`config.mk`:
```
export PLATFORM = sky130hd
export DESIGN_NAME = controlador_cursor_jogada_flat
export DESIGN_NICKNAME = d
export VERILOG_FILES = /design/src/rtl/controlador_cursor_jogada_if.sv /design/src/rtl/controlador_cursor_jogada.sv /design/src/flat_wrapper.sv
export SDC_FILE = /design/constraint.sdc
export NUM_CORES = 1
export LEC_CHECK = 0
export BUFFER_PORTS_ARGS = -buffer_cell sky130_fd_sc_hd__buf_4
export CAP_MARGIN = 20
export CELL_PAD_IN_SITES_DETAIL_PLACEMENT = 0
export CELL_PAD_IN_SITES_GLOBAL_PLACEMENT = 1
export CORE_AREA = 2 2 73 75
export DETAILED_ROUTE_END_ITERATION = 10
export DIE_AREA = 0 0 75 77
export PLACE_DENSITY = 0.72
export REMOVE_ABC_BUFFERS = 1
export SKIP_CTS_REPAIR_TIMING = 1
export SYNTH_ARGS = -nofsm -noshare
export SYNTH_HDL_FRONTEND = slang
export SYNTH_SLANG_ARGS = --single-unit
```
`constraint.sdc`:
```
create_clock -name clk -period 1.7 [get_ports clk]
set_input_delay 0.17 -clock clk [delete_from_list [all_inputs] [get_ports clk]]
set_output_delay 0.17 -clock clk [all_outputs]
set_load 0.02 [all_outputs]
```
`src/rtl/controlador_cursor_jogada_if.sv`:
```
// Signal bundle between the shot-entry controller and the buttons/board-lookup side.
// The master drives the buttons and the lookup response. The slave (the controller) drives the cursor and the status outputs.
interface controlador_cursor_jogada_if;
  logic       btn_cima;
  logic       btn_baixo;
  logic       btn_esq;
  logic       btn_dir;
  logic       btn_conf;
  logic       ack_consulta;
  logic       acerto_in;
  logic [2:0] mdc;
  logic [2:0] mdl;
  logic       req_consulta;
  logic [3:0] jogadas;
  logic [3:0] acertos;
  logic       ultimo_acerto;
  logic       resultado_valido;
  logic       fim_jogo;
  logic       vitoria;

  modport master (
    output btn_cima, btn_baixo, btn_esq, btn_dir, btn_conf, ack_consulta, acerto_in,
    input  mdc, mdl, req_consulta, jogadas, acertos, ultimo_acerto,
           resultado_valido, fim_jogo, vitoria
  );

  modport slave (
    input  btn_cima, btn_baixo, btn_esq, btn_dir, btn_conf, ack_consulta, acerto_in,
    output mdc, mdl, req_consulta, jogadas, acertos, ultimo_acerto,
           resultado_valido, fim_jogo, vitoria
  );
endinterface

```
`src/rtl/controlador_cursor_jogada.sv`:
```
// Cursor, shot handshake and score keeper for the LED-matrix game.
// Button levels become single-cycle press events. Every output is registered.
module controlador_cursor_jogada #(
  parameter int COL_MAX     = 4,
  parameter int LIN_MAX     = 6,
  parameter int MAX_JOGADAS = 15,
  parameter int ALVOS       = 9,
  parameter int RES_CICLOS  = 8,
  parameter int TIMEOUT     = 16
) (
  input  logic                       clk,
  input  logic                       rst,
  controlador_cursor_jogada_if.slave io_bus
);
  localparam int TO_W  = (TIMEOUT > 1) ? $clog2(TIMEOUT) : 1;
  localparam int RES_W = (RES_CICLOS > 1) ? $clog2(RES_CICLOS) : 1;
  localparam logic [2:0]       L_COL_MAX  = 3'(COL_MAX);
  localparam logic [2:0]       L_LIN_MAX  = 3'(LIN_MAX);
  localparam logic [3:0]       L_MAX_JOG  = 4'(MAX_JOGADAS);
  localparam logic [3:0]       L_ALVOS    = 4'(ALVOS);
  localparam logic [TO_W-1:0]  L_TO_LAST  = TO_W'(TIMEOUT - 1);
  localparam logic [RES_W-1:0] L_RES_LAST = RES_W'(RES_CICLOS - 1);

  typedef enum logic [1:0] {SELECAO, CONSULTA, RESULTADO, FIM} estado_t;

  estado_t          r_estado;
  logic [4:0]       r_btn_prev;
  logic [2:0]       r_mdc;
  logic [2:0]       r_mdl;
  logic             r_req;
  logic [3:0]       r_jogadas;
  logic [3:0]       r_acertos;
  logic             r_ultimo;
  logic             r_res_valido;
  logic             r_fim;
  logic             r_vitoria;
  logic [TO_W-1:0]  r_timeout;
  logic [RES_W-1:0] r_res_cnt;

  logic [4:0] w_btn;
  logic [4:0] w_ev;
  logic [2:0] w_mdc_next;
  logic [2:0] w_mdl_next;
  logic       w_consulta_fim;
  logic       w_acerto;

  // Bit order {conf, dir, esq, baixo, cima}. A press is a single-cycle rising edge.
  assign w_btn = {io_bus.btn_conf, io_bus.btn_dir, io_bus.btn_esq,
                  io_bus.btn_baixo, io_bus.btn_cima};
  assign w_ev  = w_btn & ~r_btn_prev;

  // Opposite presses on one axis cancel. Otherwise the cursor moves one step and saturates at the edges.
  always_comb begin
    w_mdc_next = r_mdc;
    w_mdl_next = r_mdl;
    if (w_ev[3] && !w_ev[2] && r_mdc != L_COL_MAX)
      w_mdc_next = r_mdc + 3'd1;
    else if (w_ev[2] && !w_ev[3] && r_mdc != 3'd0)
      w_mdc_next = r_mdc - 3'd1;
    if (w_ev[1] && !w_ev[0] && r_mdl != L_LIN_MAX)
      w_mdl_next = r_mdl + 3'd1;
    else if (w_ev[0] && !w_ev[1] && r_mdl != 3'd0)
      w_mdl_next = r_mdl - 3'd1;
  end

  assign w_consulta_fim = io_bus.ack_consulta || (r_timeout == L_TO_LAST);
  assign w_acerto       = io_bus.ack_consulta && io_bus.acerto_in;

  always_ff @(posedge clk or posedge rst) begin
    if (rst) begin
      r_estado     <= SELECAO;
      r_btn_prev   <= '0;
      r_mdc        <= '0;
      r_mdl        <= '0;
      r_req        <= 1'b0;
      r_jogadas    <= '0;
      r_acertos    <= '0;
      r_ultimo     <= 1'b0;
      r_res_valido <= 1'b0;
      r_fim        <= 1'b0;
      r_vitoria    <= 1'b0;
      r_timeout    <= '0;
      r_res_cnt    <= '0;
    end else begin
      r_btn_prev <= w_btn;
      case (r_estado)
        SELECAO: begin
          if (w_ev[4]) begin
            r_estado  <= CONSULTA;
            r_req     <= 1'b1;
            r_timeout <= '0;
          end else begin
            r_mdc <= w_mdc_next;
            r_mdl <= w_mdl_next;
          end
        end
        // An ack outranks a timeout that expires in the same cycle. A timeout counts as a miss.
        CONSULTA: begin
          if (w_consulta_fim) begin
            r_ultimo     <= w_acerto;
            r_jogadas    <= r_jogadas + 4'd1;
            if (w_acerto)
              r_acertos <= r_acertos + 4'd1;
            r_req        <= 1'b0;
            r_res_valido <= 1'b1;
            r_res_cnt    <= '0;
            r_estado     <= RESULTADO;
          end else begin
            r_timeout <= r_timeout + 1'b1;
          end
        end
        RESULTADO: begin
          if (r_res_cnt == L_RES_LAST) begin
            r_res_valido <= 1'b0;
            if (r_acertos == L_ALVOS || r_jogadas == L_MAX_JOG) begin
              r_estado  <= FIM;
              r_fim     <= 1'b1;
              r_vitoria <= (r_acertos == L_ALVOS);
            end else begin
              r_estado <= SELECAO;
            end
          end else begin
            r_res_cnt <= r_res_cnt + 1'b1;
          end
        end
        FIM: begin
          if (w_ev[4]) begin
            r_estado  <= SELECAO;
            r_jogadas <= '0;
            r_acertos <= '0;
            r_ultimo  <= 1'b0;
            r_mdc     <= '0;
            r_mdl     <= '0;
            r_fim     <= 1'b0;
            r_vitoria <= 1'b0;
          end
        end
        default: r_estado <= SELECAO;
      endcase
    end
  end

  assign io_bus.mdc              = r_mdc;
  assign io_bus.mdl              = r_mdl;
  assign io_bus.req_consulta     = r_req;
  assign io_bus.jogadas          = r_jogadas;
  assign io_bus.acertos          = r_acertos;
  assign io_bus.ultimo_acerto    = r_ultimo;
  assign io_bus.resultado_valido = r_res_valido;
  assign io_bus.fim_jogo         = r_fim;
  assign io_bus.vitoria          = r_vitoria;
endmodule
```
`src/flat_wrapper.sv`:
```
// flat-port wrapper written by rule: the top's interface ports become plain ports
module controlador_cursor_jogada_flat 
#(
  parameter int COL_MAX     = 4,
  parameter int LIN_MAX     = 6,
  parameter int MAX_JOGADAS = 15,
  parameter int ALVOS       = 9,
  parameter int RES_CICLOS  = 8,
  parameter int TIMEOUT     = 16
)
  (clk, rst, io_bus_btn_cima, io_bus_btn_baixo, io_bus_btn_esq, io_bus_btn_dir, io_bus_btn_conf, io_bus_ack_consulta, io_bus_acerto_in, io_bus_mdc, io_bus_mdl, io_bus_req_consulta, io_bus_jogadas, io_bus_acertos, io_bus_ultimo_acerto, io_bus_resultado_valido, io_bus_fim_jogo, io_bus_vitoria);
  controlador_cursor_jogada_if io_bus_i ();
  input  logic clk;
  input  logic rst;
  input wire logic [$bits(io_bus_i.btn_cima)-1:0] io_bus_btn_cima;
  input wire logic [$bits(io_bus_i.btn_baixo)-1:0] io_bus_btn_baixo;
  input wire logic [$bits(io_bus_i.btn_esq)-1:0] io_bus_btn_esq;
  input wire logic [$bits(io_bus_i.btn_dir)-1:0] io_bus_btn_dir;
  input wire logic [$bits(io_bus_i.btn_conf)-1:0] io_bus_btn_conf;
  input wire logic [$bits(io_bus_i.ack_consulta)-1:0] io_bus_ack_consulta;
  input wire logic [$bits(io_bus_i.acerto_in)-1:0] io_bus_acerto_in;
  output wire logic [$bits(io_bus_i.mdc)-1:0] io_bus_mdc;
  output wire logic [$bits(io_bus_i.mdl)-1:0] io_bus_mdl;
  output wire logic [$bits(io_bus_i.req_consulta)-1:0] io_bus_req_consulta;
  output wire logic [$bits(io_bus_i.jogadas)-1:0] io_bus_jogadas;
  output wire logic [$bits(io_bus_i.acertos)-1:0] io_bus_acertos;
  output wire logic [$bits(io_bus_i.ultimo_acerto)-1:0] io_bus_ultimo_acerto;
  output wire logic [$bits(io_bus_i.resultado_valido)-1:0] io_bus_resultado_valido;
  output wire logic [$bits(io_bus_i.fim_jogo)-1:0] io_bus_fim_jogo;
  output wire logic [$bits(io_bus_i.vitoria)-1:0] io_bus_vitoria;
  assign io_bus_i.btn_cima = io_bus_btn_cima;
  assign io_bus_i.btn_baixo = io_bus_btn_baixo;
  assign io_bus_i.btn_esq = io_bus_btn_esq;
  assign io_bus_i.btn_dir = io_bus_btn_dir;
  assign io_bus_i.btn_conf = io_bus_btn_conf;
  assign io_bus_i.ack_consulta = io_bus_ack_consulta;
  assign io_bus_i.acerto_in = io_bus_acerto_in;
  assign io_bus_mdc = io_bus_i.mdc;
  assign io_bus_mdl = io_bus_i.mdl;
  assign io_bus_req_consulta = io_bus_i.req_consulta;
  assign io_bus_jogadas = io_bus_i.jogadas;
  assign io_bus_acertos = io_bus_i.acertos;
  assign io_bus_ultimo_acerto = io_bus_i.ultimo_acerto;
  assign io_bus_resultado_valido = io_bus_i.resultado_valido;
  assign io_bus_fim_jogo = io_bus_i.fim_jogo;
  assign io_bus_vitoria = io_bus_i.vitoria;
  controlador_cursor_jogada #(.COL_MAX(COL_MAX), .LIN_MAX(LIN_MAX), .MAX_JOGADAS(MAX_JOGADAS), .ALVOS(ALVOS), .RES_CICLOS(RES_CICLOS), .TIMEOUT(TIMEOUT)) u_core (.clk(clk), .rst(rst), .io_bus(io_bus_i));
endmodule
```
==> flow_summary.ini <==
[run_status]
status = complete, but fails checks
violations = hold timing, setup timing

[place]
dp_hpwl_mm = 2.955
io_buffers = 27
gp_congestion = 0.7622
placedCellCount = 319
postPlaceCellArea_mm2 = 0.002431

[cells_and_area]
drive_gt1_share_pct = 40.98
fill_cells = 484
multi_input_area_mm2 = 0.001101
layout_commonest_cell = buf_4
post-route-util_pct = 54.32
fin_area_mm2 = 0.002704
seqCellArea_um2 = 825.8
diodes = 0
layout_common_cells = buf_4, dfrtp_1, nand2_1
num-nets-final = 287
area_growth_pct = 42.55
final_cells = 336

[detailed_routing]
met3WireLength_um = 175
drc = 0
first_iter_violations = 31
first_pass_iters = 4
routed_wl_mm = 4.285
wire_per_inst_um = 12.75
top_layer_used = met4
num_vias = 1631
antenna_left = 0
viasPerCell = 4.854
wirelength_met1_mm = 1.933
routed-wl-met2_mm = 2.115

[sta]
clock_skew_ps = 12.99
slew_violations = 0
setup_slack_ps = -38.35
rsz0062_at_grt = true
finalCritPeriodShare_pct = 102.3
post-route-min-period_ps = 1738
finalSetupViolCount = 1
maxSlewHeadroom_pct = 69.99
holdWs_ps = -33.88
worst_slew_pin_slew_ps = 450.2
finalHoldViolCount = 34
max_freq_mhz = 575.3

[floorplan]
coreArea_mm2 = 0.004977
start_util_pct = 38.11
row_count = 26
dieArea_mm2 = 0.005775
die_h_um = 77
fp.dieW_um = 75
ioPinCount = 28

[global_route]
antenna_found_initial = 0
overflow = 0
grt_use_total_pct = 15.99
grt_pass1_wl_mm = 7.162
grt_pass1_vias = 1601
grt_start_max_net_pins = 34

[power]
clockPowerShare_pct = 13.3
internal_power_mw = 2.647
p_sw_share_pct = 41.47
p_total_mw = 4.522
p_sw_mw = 1.875
power_frac_seq_pct = 26.5
power_leakage_nw = 1.289
irDropWorstVdd_mv = 0.7086
p_comb_share_pct = 60.2
power_per_cell_area_mw_per_mm2 = 1672

[worst_setup_path]
path_max_fanout = 3
path_delay_family = compound AO/OA/AOI/OAI gates
slowest_delay_ps = 400
cp.required_ps = 1890
path_cells = nor2b_4, a311o_1, inv_1, fa_2, xnor2_2, nor3b_1, a211o_1
crit_buf_inv = 1
cp.arrival_ps = 1930
start_kind = register
crit_slowest_cell = dfrtp_1
path_class = register to register
crit_path_end_kind = register

[clock_network]
cts_buffers = 5
clockBufferDepth = 2
clock_latency_ps = 300
h-tree-depth = 2
root_buffer = clkbuf_8
cts_tree = built
clk_pin_slew_worst_paths_ps = 80
clock-sinks = 33

[logic_synthesis]
yosys_warnings = 0
synthXorXnorAreaFrac_pct = 2.309
synth_cell_types = 47
synth_top_family_by_area = simple AND/OR/NAND/NOR gates
synthCells = 191
synth.yosys.seq_area_share_pct = 43.54
synth-simple-area-share_pct = 18.67
muxShareOfSynthArea_pct = 3.364
ys_seq_elements = 33
synthFlopType = dfrtp_1
synth-compound-area-share_pct = 18.60
postSynthAreaPerCell_um2 = 9.931
syn_area_mm2 = 0.001897
synth_edf_count = 0
synth_fa_ha_area_share_pct = 9.367
synthArstFlopShare_pct = 100.0

[hold_path]
min_path_type = input port to asynchronous set/reset pin

[job]
cap_viol_max_count = 0
-- logic make-up after synthesis --
logic type | Yosys count
adders and majority gates | 13
DFF | 33
AOI/OAI and AO/OA | 48
xor gates and xnor gates | 5
buffers and inverters | 20
and+or+nand+nor | 66
muxes | 6
-- layer usage --
layer,vias to the layer above,global-route usage (%)
li1,816,-
met1,788,20.10
met2,20,25.26
met3,7,5.519
met4,0,5.357
met5,-,0
-- synthesized netlist by cell type (2+ instances only) --
master	number	area, µm²
a21o_1	2	15.01
a21oi_1	6	30.03
a22o_1	4	35.03
and2_1	4	25.02
and3_1	2	12.51
buf_2	3	15.01
dfrtp_1	33	825.8
fa_1	2	40.04
ha_1	11	137.6
inv_1	16	60.06
mux2_2	2	22.52
mux2i_1	3	30.03
nand2_1	21	78.83
nand2b_1	6	37.54
nand3_1	4	20.02
nand3b_1	2	15.01
nor2_1	11	41.29
nor2b_1	4	25.02
nor3_1	2	10.01
nor3b_1	2	15.01
o21ai_0	14	70.07
o21ai_1	5	25.02
o311ai_0	3	26.28
o31ai_1	2	15.01
xnor2_1	5	43.79
-- cell type report --
type	instances	area share [%]
tap	70	3.239
multi-input combinational	138	40.72
inverter	16	2.221
timing repair buffer	71	20.08
sequential	33	30.54
clock buffer	5	2.545
clock inverter	3	0.6478
-- flip-flops by register name, summed over array words and instances (netlist names), 2 cells and up --
register               cells
u_core.io_bus.mdl          3
u_core.io_bus.mdc          3
u_core.r_res_cnt           3
u_core.r_estado            2
u_core.io_bus.jogadas      4
u_core.r_btn_prev          5
u_core.io_bus.acertos      4
u_core.r_timeout           4
-- through the flow --
stage | worst slack (ps) | setup TNS [ps]
5_1_grt | -138.6 | -166.9
3_5_place_dp | -42.87 | -81.92
3_3_place_gp | -4.120 | -4.120
6_report | -38.35 | -38.35
2_1_floorplan | -203.7 | -728.5
4_1_cts | -70.01 | -149.4
-- worst reg2reg max path, stage by stage, from the launching register on --
cell,delay [ps]
dfrtp_1,400
nor2b_4,140
a311o_1,150
inv_1,60
fa_2,380
xnor2_2,150
nor3b_1,80
a211o_1,260
-- worst paths after layout --
path | start | end | slack, ps | cells past startpoint
worst max-delay path | u_core.r_btn_prev[0] | u_core.io_bus.mdl[2] | -40 | 7
worst min-delay path | rst | u_core.io_bus.acertos[1] | -30 | 3
worst max register to register | u_core.r_btn_prev[0] | u_core.io_bus.mdl[2] | -40 | 7
worst min register to register | u_core.io_bus.ultimo_acerto | u_core.io_bus.ultimo_acerto | 480 | 2
max in group asynchronous | rst | u_core.io_bus.mdl[0] | 1410 | 3
min in group clk | io_bus_btn_cima | u_core.r_btn_prev[0] | -20 | 1
-- power by group through the flow --
stage          logic [mW]  clock network [mW]  registers, mW
2_1_floorplan        1.21                   0           1.41
3_3_place_gp         2.42                   0           1.20
3_5_place_dp         2.45                   0           1.21
4_1_cts              2.46               0.621           1.20
5_1_grt              3.01               0.657           1.23
6_report             2.72               0.603           1.20
(Power assumes the default switching activity.)
